$ cat src/rtl/mul_seq_xnyn.sv
// Sequential shift-add multiplier, X_WIDTH x Y_WIDTH operands,
// unsigned or two's-complement signed per operation.
module mul_seq_xnyn #(
    parameter  int X_WIDTH = 3,
    parameter  int Y_WIDTH = 3,
    localparam int P_WIDTH = X_WIDTH + Y_WIDTH
) (
    input  logic               clk,
    input  logic               rst,
    input  logic               start,
    input  logic               sgn,
    input  logic [X_WIDTH-1:0] x,
    input  logic [Y_WIDTH-1:0] y,
    output logic [P_WIDTH-1:0] p,
    output logic               s,
    output logic               rdy,
    output logic               busy
);

    localparam int CW = (Y_WIDTH > 1) ? $clog2(Y_WIDTH) : 1;
    localparam logic [CW-1:0] LAST = CW'(Y_WIDTH - 1);

    typedef enum logic [1:0] {
        IDLE,
        RUN,
        FIN
    } state_t;

    state_t             state;
    state_t             state_n;
    logic [CW-1:0]      cnt;
    logic [X_WIDTH-1:0] mc;
    logic [Y_WIDTH-1:0] mp;
    logic [P_WIDTH-1:0] acc;
    logic               sg;
    logic               neg;
    logic [X_WIDTH-1:0] mag_x;
    logic [Y_WIDTH-1:0] mag_y;
    logic [P_WIDTH-1:0] p_n;

    // Magnitudes of the most negative value still fit as unsigned.
    always_comb begin
        mag_x = (sgn && x[X_WIDTH-1]) ? -x : x;
        mag_y = (sgn && y[Y_WIDTH-1]) ? -y : y;
        p_n   = neg ? -acc : acc;
    end

    always_ff @(posedge clk or negedge rst) begin
        if (!rst) state <= IDLE;
        else      state <= state_n;
    end

    always_comb begin
        state_n = state;
        case (state)
            IDLE:    if (start) state_n = RUN;
            RUN:     if (cnt == LAST) state_n = FIN;
            FIN:     state_n = IDLE;
            default: state_n = IDLE;
        endcase
    end

    always_ff @(posedge clk or negedge rst) begin
        if (!rst) begin
            cnt  <= '0;
            mc   <= '0;
            mp   <= '0;
            acc  <= '0;
            sg   <= 1'b0;
            neg  <= 1'b0;
            p    <= '0;
            s    <= 1'b0;
            rdy  <= 1'b0;
            busy <= 1'b0;
        end else begin
            case (state)
                IDLE: begin
                    if (start) begin
                        sg   <= sgn;
                        mc   <= mag_x;
                        mp   <= mag_y;
                        neg  <= sgn & (x[X_WIDTH-1] ^ y[Y_WIDTH-1]);
                        acc  <= '0;
                        cnt  <= '0;
                        rdy  <= 1'b0;
                        busy <= 1'b1;
                    end
                end
                RUN: begin
                    if (mp[0]) acc <= acc + (P_WIDTH'(mc) << cnt);
                    mp  <= mp >> 1;
                    cnt <= (cnt == LAST) ? '0 : cnt + 1'b1;
                end
                FIN: begin
                    p    <= p_n;
                    s    <= sg & p_n[P_WIDTH-1];
                    rdy  <= 1'b1;
                    busy <= 1'b0;
                end
                default: ;
            endcase
        end
    end

endmodule

$ cat config.mk
export PLATFORM = sky130hd
export DESIGN_NAME = mul_seq_xnyn
export DESIGN_NICKNAME = d
export VERILOG_FILES = /design/src/rtl/mul_seq_xnyn.sv
export SDC_FILE = /design/constraint.sdc
export NUM_CORES = 1
export LEC_CHECK = 0
export CORE_MARGIN = 2
export CORE_UTILIZATION = 42
export CTS_CLUSTER_SIZE = 14
export DETAILED_ROUTE_END_ITERATION = 6
export GPL_TIMING_DRIVEN = 1
export PLACE_DENSITY = 0.61
export SLEW_MARGIN = 15
export SYNTH_ARGS = -nofsm -noshare
export SYNTH_HDL_FRONTEND = slang
export SYNTH_SLANG_ARGS = --single-unit
$ cat constraint.sdc
create_clock -name clk -period 6.2 [get_ports clk]
set_input_delay 1.24 -clock clk [delete_from_list [all_inputs] [get_ports clk]]
set_output_delay 1.24 -clock clk [all_outputs]
set_load 0.005 [all_outputs]
==> results.json <==
{
  "synth_edf_count": 0,
  "ys_seq_area_share_pct": 42.0,
  "routed_wirelength_mm": 3.05,
  "synth_xor_area_share_pct": 4.35,
  "firstDrtPassIters": 4,
  "grt_max_degree": 28,
  "core_sq_um": 3660,
  "syn_inst": 168,
  "slew-limit-headroom_pct": 62.0,
  "crit_type": "in2reg",
  "synth_compound_area_share_pct": 17.5,
  "vias": 1224,
  "antenna_left": 0,
  "cts_made_buffers": 3,
  "clk_pin_slew_ps": 100,
  "start_kind": "primary input",
  "finalSetupViolCount": 0,
  "regToRegStartpoint": "cnt[0]",
  "maxSlewViolCount": 0,
  "drive_above_1_share_pct": 6.49,
  "synth_fa_ha_area_share_pct": 7.47,
  "antenna_found_initial": 0,
  "worstPathMaxFanout": 15,
  "cts.htree.levels": 1,
  "worstHoldPathType": "reg2reg",
  "synthFlopType": "dfrtp_1",
  "syn_to_final_growth_pct": 15.1,
  "tightest_slew_ps": 569,
  "crit_start": "start",
  "drv_cap": 0,
  "drtIter0Drc": 51,
  "hpwl_mm": 2.34,
  "grt_pass1_wl_mm": 5.53,
  "synth_top_area_share_pct": 42.0,
  "r2r_setup_slack_ps": 3950,
  "grt_pass1_vias": 1222,
  "grt_setup_unrepaired": "no",
  "worst_ir_drop_vdd_mv": 0.229,
  "fmax_mhz": 389,
  "finalCriticalPeriod_ps": 2570,
  "num_antenna_cells": 0,
  "num_io_pins": 19,
  "grt_usage_pct": 16.4,
  "worstSkewPairLatency_ps": 280,
  "ys_top_cells_by_area": "dfrtp_1 (42%), ha_1 (6.2%), o21ai_0 (5.9%), nand2_1 (5.6%), mux2i_1 (3.1%)",
  "chipWidth_microns": 65.9,
  "ys_warn_count": 0,
  "cts.sinks": 27,
  "critPathSlowestCell": "nor3b_4",
  "worstRegToRegCells": 7,
  "leakage_nw": 0.784,
  "min_from": "p[0]",
  "synth_top_cell_by_area": "dfrtp_1",
  "rows": 22,
  "async_reset_ff_share_pct": 100,
  "min_to": "p[0]",
  "synth_area_per_cell_sq_um": 9.58,
  "clock_skew_ps": 4.32,
  "die_area_sq_um": 4340,
  "clk_root_buffer_cell": "clkbuf_8",
  "r2r_end": "acc[4]",
  "holdBufCountCts": 0,
  "whs_ps": 483,
  "clockBufferDepth": 2,
  "ys_seq_elements": 27,
  "cts-resized-gates": 0,
  "endpoint_kind": "register",
  "synth.distinct_cells": 37,
  "max_stage_delay_ps": 520,
  "placedCellCount": 229,
  "start_util_pct": 44.0,
  "crit_required_ps": 6370,
  "total_power_mw": 0.808,
  "setup-tns-final_ps": 0,
  "synth_nets": 187,
  "grt_overflow": 0,
  "port_buffers": 18,
  "final_cells": 233,
  "hold_violations": 0,
  "syn_area_sq_um": 1610,
  "cp.arrival_ps": 2740,
  "drc": 0,
  "yosys.area_share.simple_pct": 17.1,
  "die_h_microns": 65.9,
  "holdPathStages": 2,
  "fin_nets": 205,
  "synthMuxAreaShare_pct": 5.21,
  "gp_congestion": 0.877,
  "status": "finished clean",
  "synth_top_family_by_area": "compound AO/OA/AOI/OAI gates",
  "path_cells": "clkdlybuf4s50_1 > nor3b_4 > and4b_1 > mux2i_1 > nand3_1",
  "p_per_area_nw_per_um2": 437,
  "routedWlPerCell_microns": 13.1,
  "via_per_inst": 5.25,
  "cts_tree": "done",
  "min_period_over_period_pct": 41.4,
  "post_cts_buffers": 0
}
stage by stage:
step           setup WS [ps]  utilization (%)  instance area [sq um]
5_1_grt                 3500             50.6                   1850
3_3_place_gp            3390             49.2                   1800
3_5_place_dp            3320             49.2                   1800
6_report                3630             50.6                   1850
2_1_floorplan           4080                -                   1610
4_1_cts                 3630             50.6                   1850
cell type report:
type                            instances  area, sq um
Fill cell                             332         1810
Sequential cell                        27          676
Clock buffer                            3         41.3
Inverter                               13         48.8
Multi-Input combinational cell        122          831
Timing Repair Buffer                   19          188
Clock inverter                          1         7.51
Tap cell                               48         60.1
report_power, final:
part	total (mW)	switching [mW]	internal (mW)
clock	0.103	0.0576	0.0458
combinational	0.375	0.181	0.194
sequential	0.330	0.0857	0.245
total	0.808	0.324	0.484
kinds of logic after synthesis:
logic type	Yosys count
and+or+nand+nor	53
xor gates and xnor gates	8
AOI/OAI and AO/OA	44
adders and majority gates	9
buffers and inverters	19
muxes	8
DFF	27
flip-flops by register name, indices dropped and copies added (netlist names):
name,cells
s,1
p,6
mp,3
neg,1
state,2
cnt,2
acc,6
mc,3
busy,1
rdy,1
sg,1
cells in the mapped netlist, types with 3 or more instances:
| master | count |
|---|---|
| inv_1 | 13 |
| nand2_1 | 24 |
| nor2b_1 | 4 |
| a21oi_1 | 8 |
| ha_1 | 8 |
| nand2b_1 | 3 |
| nor2_1 | 5 |
| nand3_1 | 6 |
| o21ai_0 | 19 |
| xnor2_1 | 4 |
| buf_2 | 3 |
| a22oi_1 | 4 |
| dfrtp_1 | 27 |
| mux2i_1 | 5 |
| mux2_2 | 3 |
| xor2_1 | 4 |
worst max-delay path by stage:
| stage | endpoint | slack [ps] |
|---|---|---|
| after floorplan | mp[1] | 4080 |
| after global placement | acc[5] | 3390 |
| after detailed placement | acc[5] | 3320 |
| after CTS | acc[5] | 3630 |
| after global routing | acc[5] | 3500 |
| final | acc[5] | 3630 |
cell usage in the layout, fill, tap and decap left out, types with 2 or more instances in the layout:
master           instances
a21o_1                   2
a21oi_1                  8
a22o_1                   2
a22oi_1                  4
and2_1                   2
clkbuf_8                 3
clkdlybuf4s50_1         18
dfrtp_1                 27
ha_1                     8
inv_1                   13
mux2_2                   3
mux2i_1                  5
nand2_1                 24
nand2b_1                 3
nand3_1                  6
nor2_1                   5
nor2b_1                  4
nor3_1                   2
nor3b_1                  2
o21ai_0                 19
o21bai_1                 2
xnor2_1                  4
xor2_1                   4
per-layer routing:
| layer | vias to the layer above | routed length, microns | track usage (%) |
|---|---|---|---|
| met5 | - | 0 | 0 |
| met4 | 0 | 55 | 6.25 |
| met3 | 7 | 113 | 3.58 |
| met2 | 28 | 1460 | 27.8 |
| met1 | 578 | 1420 | 20.4 |
| li1 | 611 | - | - |
worst max-delay path, delay by kind of cell:
kind / cells / cell delay [ps]
multiplexers: 1 / 130
buffers and inverters: 1 / 500
AND/OR/NAND/NOR: 3 / 870
No activity file was read; power rests on OpenSTA's default activity.
==> RTL edit 1: new RTL, same flow settings <==
The 3 states of `state_t` get a one-hot encoding in 3 bits.
--- a/src/rtl/mul_seq_xnyn.sv
+++ b/src/rtl/mul_seq_xnyn.sv
@@ -20,10 +20,10 @@
     localparam int CW = (Y_WIDTH > 1) ? $clog2(Y_WIDTH) : 1;
     localparam logic [CW-1:0] LAST = CW'(Y_WIDTH - 1);
 
-    typedef enum logic [1:0] {
-        IDLE,
-        RUN,
-        FIN
+    typedef enum logic [2:0] {
+        IDLE = 3'b001,
+        RUN  = 3'b010,
+        FIN  = 3'b100
     } state_t;
 
     state_t             state;
Function: same outputs for any inputs over 10 cycles, from zero or initial values and one cycle with rst low; not proved beyond that.
==> RTL edit 1 against the unedited design <==
Sequential cell count up 1; global-route usage is 0.44 points higher; first-iteration DRC count decreased by 18%; wire length down 2.8%; die area down 1.8%; clock skew grew 0.0034 ns; design area increased by 1.0%; sequential power shrank 2%; area after synthesis down 1.9%; non-clock buffer count is 2 higher; total power shrank 4.7%; sequential share of layout area grew 1.0 points; setup slack better by 0.043 ns; critical path type is now flop to flop; critical endpoint unchanged.
==> RTL edit 1: results (changes against the unedited design) <==
stage	metric	value	unit	change
cts	number of sinks on the clock net	28		+3.7%
synth	ranking of synthesized cells by instance count	sky130_fd_sc_hd__dfrtp_1 (27), sky130_fd_sc_hd__nand2_1 (20), sky130_fd_sc_hd__o21ai_0 (14)		
timing	clock skew after layout	0.00770	ns	+0.00338 ns
setup_path	data arrival time at the worst-slack endpoint	2.70	ns	-0.04 ns
power	worst supply voltage drop on vdd	181	µV	-21%
min_path	destination of the worst hold path	rdy		
setup_path	register-to-register path setup slack	3.67	ns	-0.28 ns
power	power spent charging and discharging nets	0.278	mW	-14%
min_path	origin of the worst min-delay path	rdy		
placed_design	final HPWL from detailed placement	2.27	mm	-3.0%
timing	Max Clock Freq	396	MHz	+1.7%
synth	share of synthesized area spent on multiplexers	4.68	%	-0.53 points
detailed_routing	First DRT Iteration DRCs	42		-18%
grt	pin count of the biggest net entering global routing	29		+3.6%
finish	proportion of layout cells with a drive suffix above 1	6.42	%	-0.069 points
setup_path	family with the most delay on the worst path	multiplexers		
min_path	number of cells traversed by the worst hold path	1		-1
grt	GRT Overall Usage	16.9	%	+0.44 points
detailed_routing	detailed-route wire length per cell	12.6	µm	-3.6%
finish	register share of the cell area	37.5	%	+1.0 points
synth	sequential cell area fraction in the yosys report	44.5	%	+2.5 points
setup_path	worst-path cell with the longest stage delay	sky130_fd_sc_hd__dfrtp_1		
synth	Synth Area in Adders	7.61	%	+0.14 points
status	result of the run	completed		
finish	buffer share of cell area	10.8	%	+0.70 points
finish	Synth-to-Final Area Change	18.5	%	
grt	global-route wire length before repair	5.51	mm	-0.24%
placed_design	weighted congestion at the end of routability-driven global placement	0.876		-0.15%
grt	vias in the first global route	1275		+4.3%
finish	filler instances	355		+6.9%
timing	headroom to the max-slew limit	46.3	%	-16 points
synth	post-synthesis compound-gate area fraction	13.9	%	-3.5 points
setup_path	CP Max Fanout	9		-6
setup_path	Reg-to-Reg End	acc[5]		
placed_design	post-place instance area	1800	µm²	-0.21%
RTL edit 1: cell types whose count changed in the layout (fill, tap and decap cells not counted), moves of 3 or more:
cell | before | now
sky130_fd_sc_hd__a22oi_1 | 4 | 0
sky130_fd_sc_hd__nand2_1 | 24 | 20
sky130_fd_sc_hd__nand2b_1 | 3 | 0
sky130_fd_sc_hd__nand3_1 | 6 | 12
sky130_fd_sc_hd__nor2_1 | 5 | 12
sky130_fd_sc_hd__o21ai_0 | 19 | 14
RTL edit 1: logic make-up after synthesis:
| logic type | after synthesis |
|---|---|
| xor gates and xnor gates | 8 |
| and+or+nand+nor | 61 |
| AOI/OAI and AO/OA | 37 |
| DFF | 28 |
| muxes | 7 |
| buffers and inverters | 21 |
| adders and majority gates | 9 |
RTL edit 1: power by group through the flow:
stage | clock network, mW | registers (mW) | logic (mW)
after global routing | 0.156 | 0.340 | 0.352
after CTS | 0.148 | 0.326 | 0.307
after detailed placement | 0 | 0.330 | 0.305
after floorplan | 0 | 0.302 | 0.231
after global placement | 0 | 0.327 | 0.295
final | 0.144 | 0.325 | 0.301
RTL edit 1: per-stage QoR:
step | std cells | hold WS (ns) | utilization (%)
after floorplan | 171 | 0.448 | -
after global placement | 231 | 0.459 | 49.5
after detailed placement | 231 | 0.478 | 49.5
after CTS | 235 | 0.500 | 51.5
after global routing | 235 | 0.526 | 51.5
final | 235 | 0.494 | 51.5
RTL edit 1: layer usage:
metal | vias up | GRT usage, % | wire (µm)
met4 | 0 | 6.51 | 68
met3 | 7 | 3.60 | 116
met1 | 560 | 19.1 | 1310
met2 | 27 | 30.7 | 1470
li1 | 622 | - | -
met5 | - | 0 | 0
==> RTL edit 2: new RTL, same flow settings <==
Made on the original files. `X_WIDTH`: 3 -> 5.
--- a/src/rtl/mul_seq_xnyn.sv
+++ b/src/rtl/mul_seq_xnyn.sv
@@ -1,7 +1,7 @@
 // Sequential shift-add multiplier, X_WIDTH x Y_WIDTH operands,
 // unsigned or two's-complement signed per operation.
 module mul_seq_xnyn #(
-    parameter  int X_WIDTH = 3,
+    parameter  int X_WIDTH = 5,
     parameter  int Y_WIDTH = 3,
     localparam int P_WIDTH = X_WIDTH + Y_WIDTH
 ) (
Ports: changed (resized p and x); port bits go from 19 to 23. No check against the original RTL was run, so the function may have changed too.
==> RTL edit 2 against the unedited design <==
Setup slack is essentially flat; sequential share of layout area shrank 0.42 points; area after synthesis grew 19%; combinational power grew 33%; wire length grew 20%; clock skew shrank 0.0026 ns; design area grew 24%; total power grew 37%; via count grew 19%; sequential cell count grew 6; count of clock-buffer cells in the layout grew 4; critical path type is now flop to flop; largest power group unchanged; highest routed layer unchanged.
==> RTL edit 2: results (changes against the unedited design) <==
stage	metric	value	unit	change
synth	post-synthesis async set-or-reset flop share	100	%	unchanged
timing	slew of the pin with the lowest slew margin	0.511	ns	-0.0575 ns
placed_design	weighted congestion at the end of routability-driven global placement	0.866		-1.4%
grt	initial antenna violation count	0		unchanged
detailed_routing	First DRT Iteration DRCs	63		+24%
synth	Synth Area in Adders	7.61	%	+0.15 points
grt	pin count of the biggest net entering global routing	34		+21%
setup_path	delay of the slowest critical-path stage	0.55	ns	+0.03 ns
detailed_routing	final wirelength	3.65	mm	+20%
placed_design	number of buffers added on ports	22		+4
synth	share of synthesized area spent on multiplexers	4.27	%	-0.94 points
synth	Synth Area in XOR/XNOR	6.43	%	+2.1 points
detailed_routing	number of optimization iterations in the first detailed-route pass	4		unchanged
cts	clock tree root buffer cell	sky130_fd_sc_hd__clkbuf_8		
cts	Resize count post-CTS	0		unchanged
placed_design	final HPWL from detailed placement	2.75	mm	+18%
min_path	number of cells traversed by the worst hold path	2		unchanged
synth	post-synthesis compound-gate area fraction	18.2	%	+0.75 points
detailed_routing	via count	1462		+19%
cts	number of buffers on the longest clock path	2		unchanged
synth	count of yosys warnings during synthesis	0		unchanged
power	Net Sw Frac	39.1	%	-1.0 points
placed_design	post-place instance area	2170	µm²	+21%
timing	clock skew after layout	0.00169	ns	-0.00263 ns
finish	Net count, final	254		+24%
timing	# setup viols final	0		unchanged
setup_path	worst-case reg-to-reg path depth	9		+2
setup_path	worst-path cell with the longest stage delay	sky130_fd_sc_hd__dfrtp_1		
setup_path	CP Max Fanout	10		-5
cts	worst-skew pair later-pin latency	0.29	ns	
finish	proportion of layout cells with a drive suffix above 1	7.76	%	+1.3 points
finish	number of antenna diodes	0		unchanged
power	worst supply voltage drop on vdd	197	µV	-14%
synth	count of distinct cell types in the synthesized netlist	38		+2.7%
synth	post-synthesis net count	230		+23%
cts	number of H-tree branching levels	2		+1
placed_design	Inst Count DP	276		+21%
synth	ranking of synthesized cells by instance count	sky130_fd_sc_hd__nand2_1 (36), sky130_fd_sc_hd__dfrtp_1 (33), sky130_fd_sc_hd__o21ai_0 (23)		
finish	top flop regs	acc (8), p (8), mc (5)		
synth	synth top area cells	sky130_fd_sc_hd__dfrtp_1 (43%), sky130_fd_sc_hd__nand2_1 (7.1%), sky130_fd_sc_hd__ha_1 (6.6%)		
grt	global-route wire length before repair	6.44	mm	+16%
finish	number of non-filler instances in the completed layout	284		+22%
grt	vias in the first global route	1388		+14%
grt	GRT Overall Usage	16.3	%	-0.13 points
power	Pleak	1.03	nW	+31%
synth	sequential cell area fraction in the yosys report	43.3	%	+1.3 points
cts	Inserted Clock Buffers	5		+2
cts	Worst-path clk slew	0.07	ns	-0.03 ns
min_path	class of the most critical hold timing path	flop to flop		
status	result of the run	completed		
synth	post-synthesis area per instance	9.21	µm²	-3.8%
cts	Setup Fix Bufs, Post-CTS	0		unchanged
setup_path	data arrival time at the worst-slack endpoint	2.79	ns	+0.05 ns
setup_path	family with the most delay on the worst path	simple AND/OR/NAND/NOR gates		
RTL edit 2: per-stage QoR:
step | setup slack [ns] | utilization (%)
final | 3.63 | 52.6
after global routing | 3.44 | 52.6
after CTS | 3.62 | 52.6
after detailed placement | 3.58 | 49.9
after global placement | 3.61 | 49.9
after floorplan | 3.73 | -
RTL edit 2: routing by layer:
metal | GRT usage (%) | vias up | part of all wire (%)
met2 | 26.0 | 21 | 45
met3 | 4.36 | 6 | 3.5
met1 | 21.2 | 671 | 49
met5 | 0 | - | 0
met4 | 6.29 | 0 | 1.7
li1 | - | 764 | -
RTL edit 2: final cells by class:
cell class | count | area (µm²)
clock buffer | 7 | 86.3
tap | 52 | 65.1
fill | 433 | 2060
timing repair buffer | 24 | 235
sequential | 33 | 826
multi-input combinational | 154 | 998
inverter | 13 | 48.8
clock inverter | 1 | 30.0
RTL edit 2: worst paths after layout:
path	slack, ns	endpoint	startpoint
worst max-delay path	3.63	acc[7]	cnt[0]
worst min-delay path	0.48	p[0]	p[0]
worst max register to register	3.63	acc[7]	cnt[0]
worst min register to register	0.48	p[0]	p[0]
max in group asynchronous	4.56	cnt[1]	rst
min in group asynchronous	1.35	s	rst
RTL edit 2: logic make-up after synthesis:
group           count (synthesis)
mux                             8
simple gates                   67
xor+xnor                       14
buf+inv                        20
flops                          33
fa+ha+maj                      11
compound gates                 54
RTL edit 2: tightest hold or removal path: cells and delay by family, from the launching register on:
family | cells | cell delay [ns]
DFF | 1 | 0.34
AOI/OAI and AO/OA | 1 | 0.06
and+or+nand+nor | 1 | 0.04
RTL edit 2: power groups by stage:
stage               clock (mW)  sequential [mW]  combinational (mW)
floorplan                    0            0.358               0.389
global placement             0            0.393               0.497
detailed placement           0            0.396               0.505
CTS                      0.217            0.392               0.507
global route             0.227            0.406               0.571
finish                   0.214            0.392               0.500
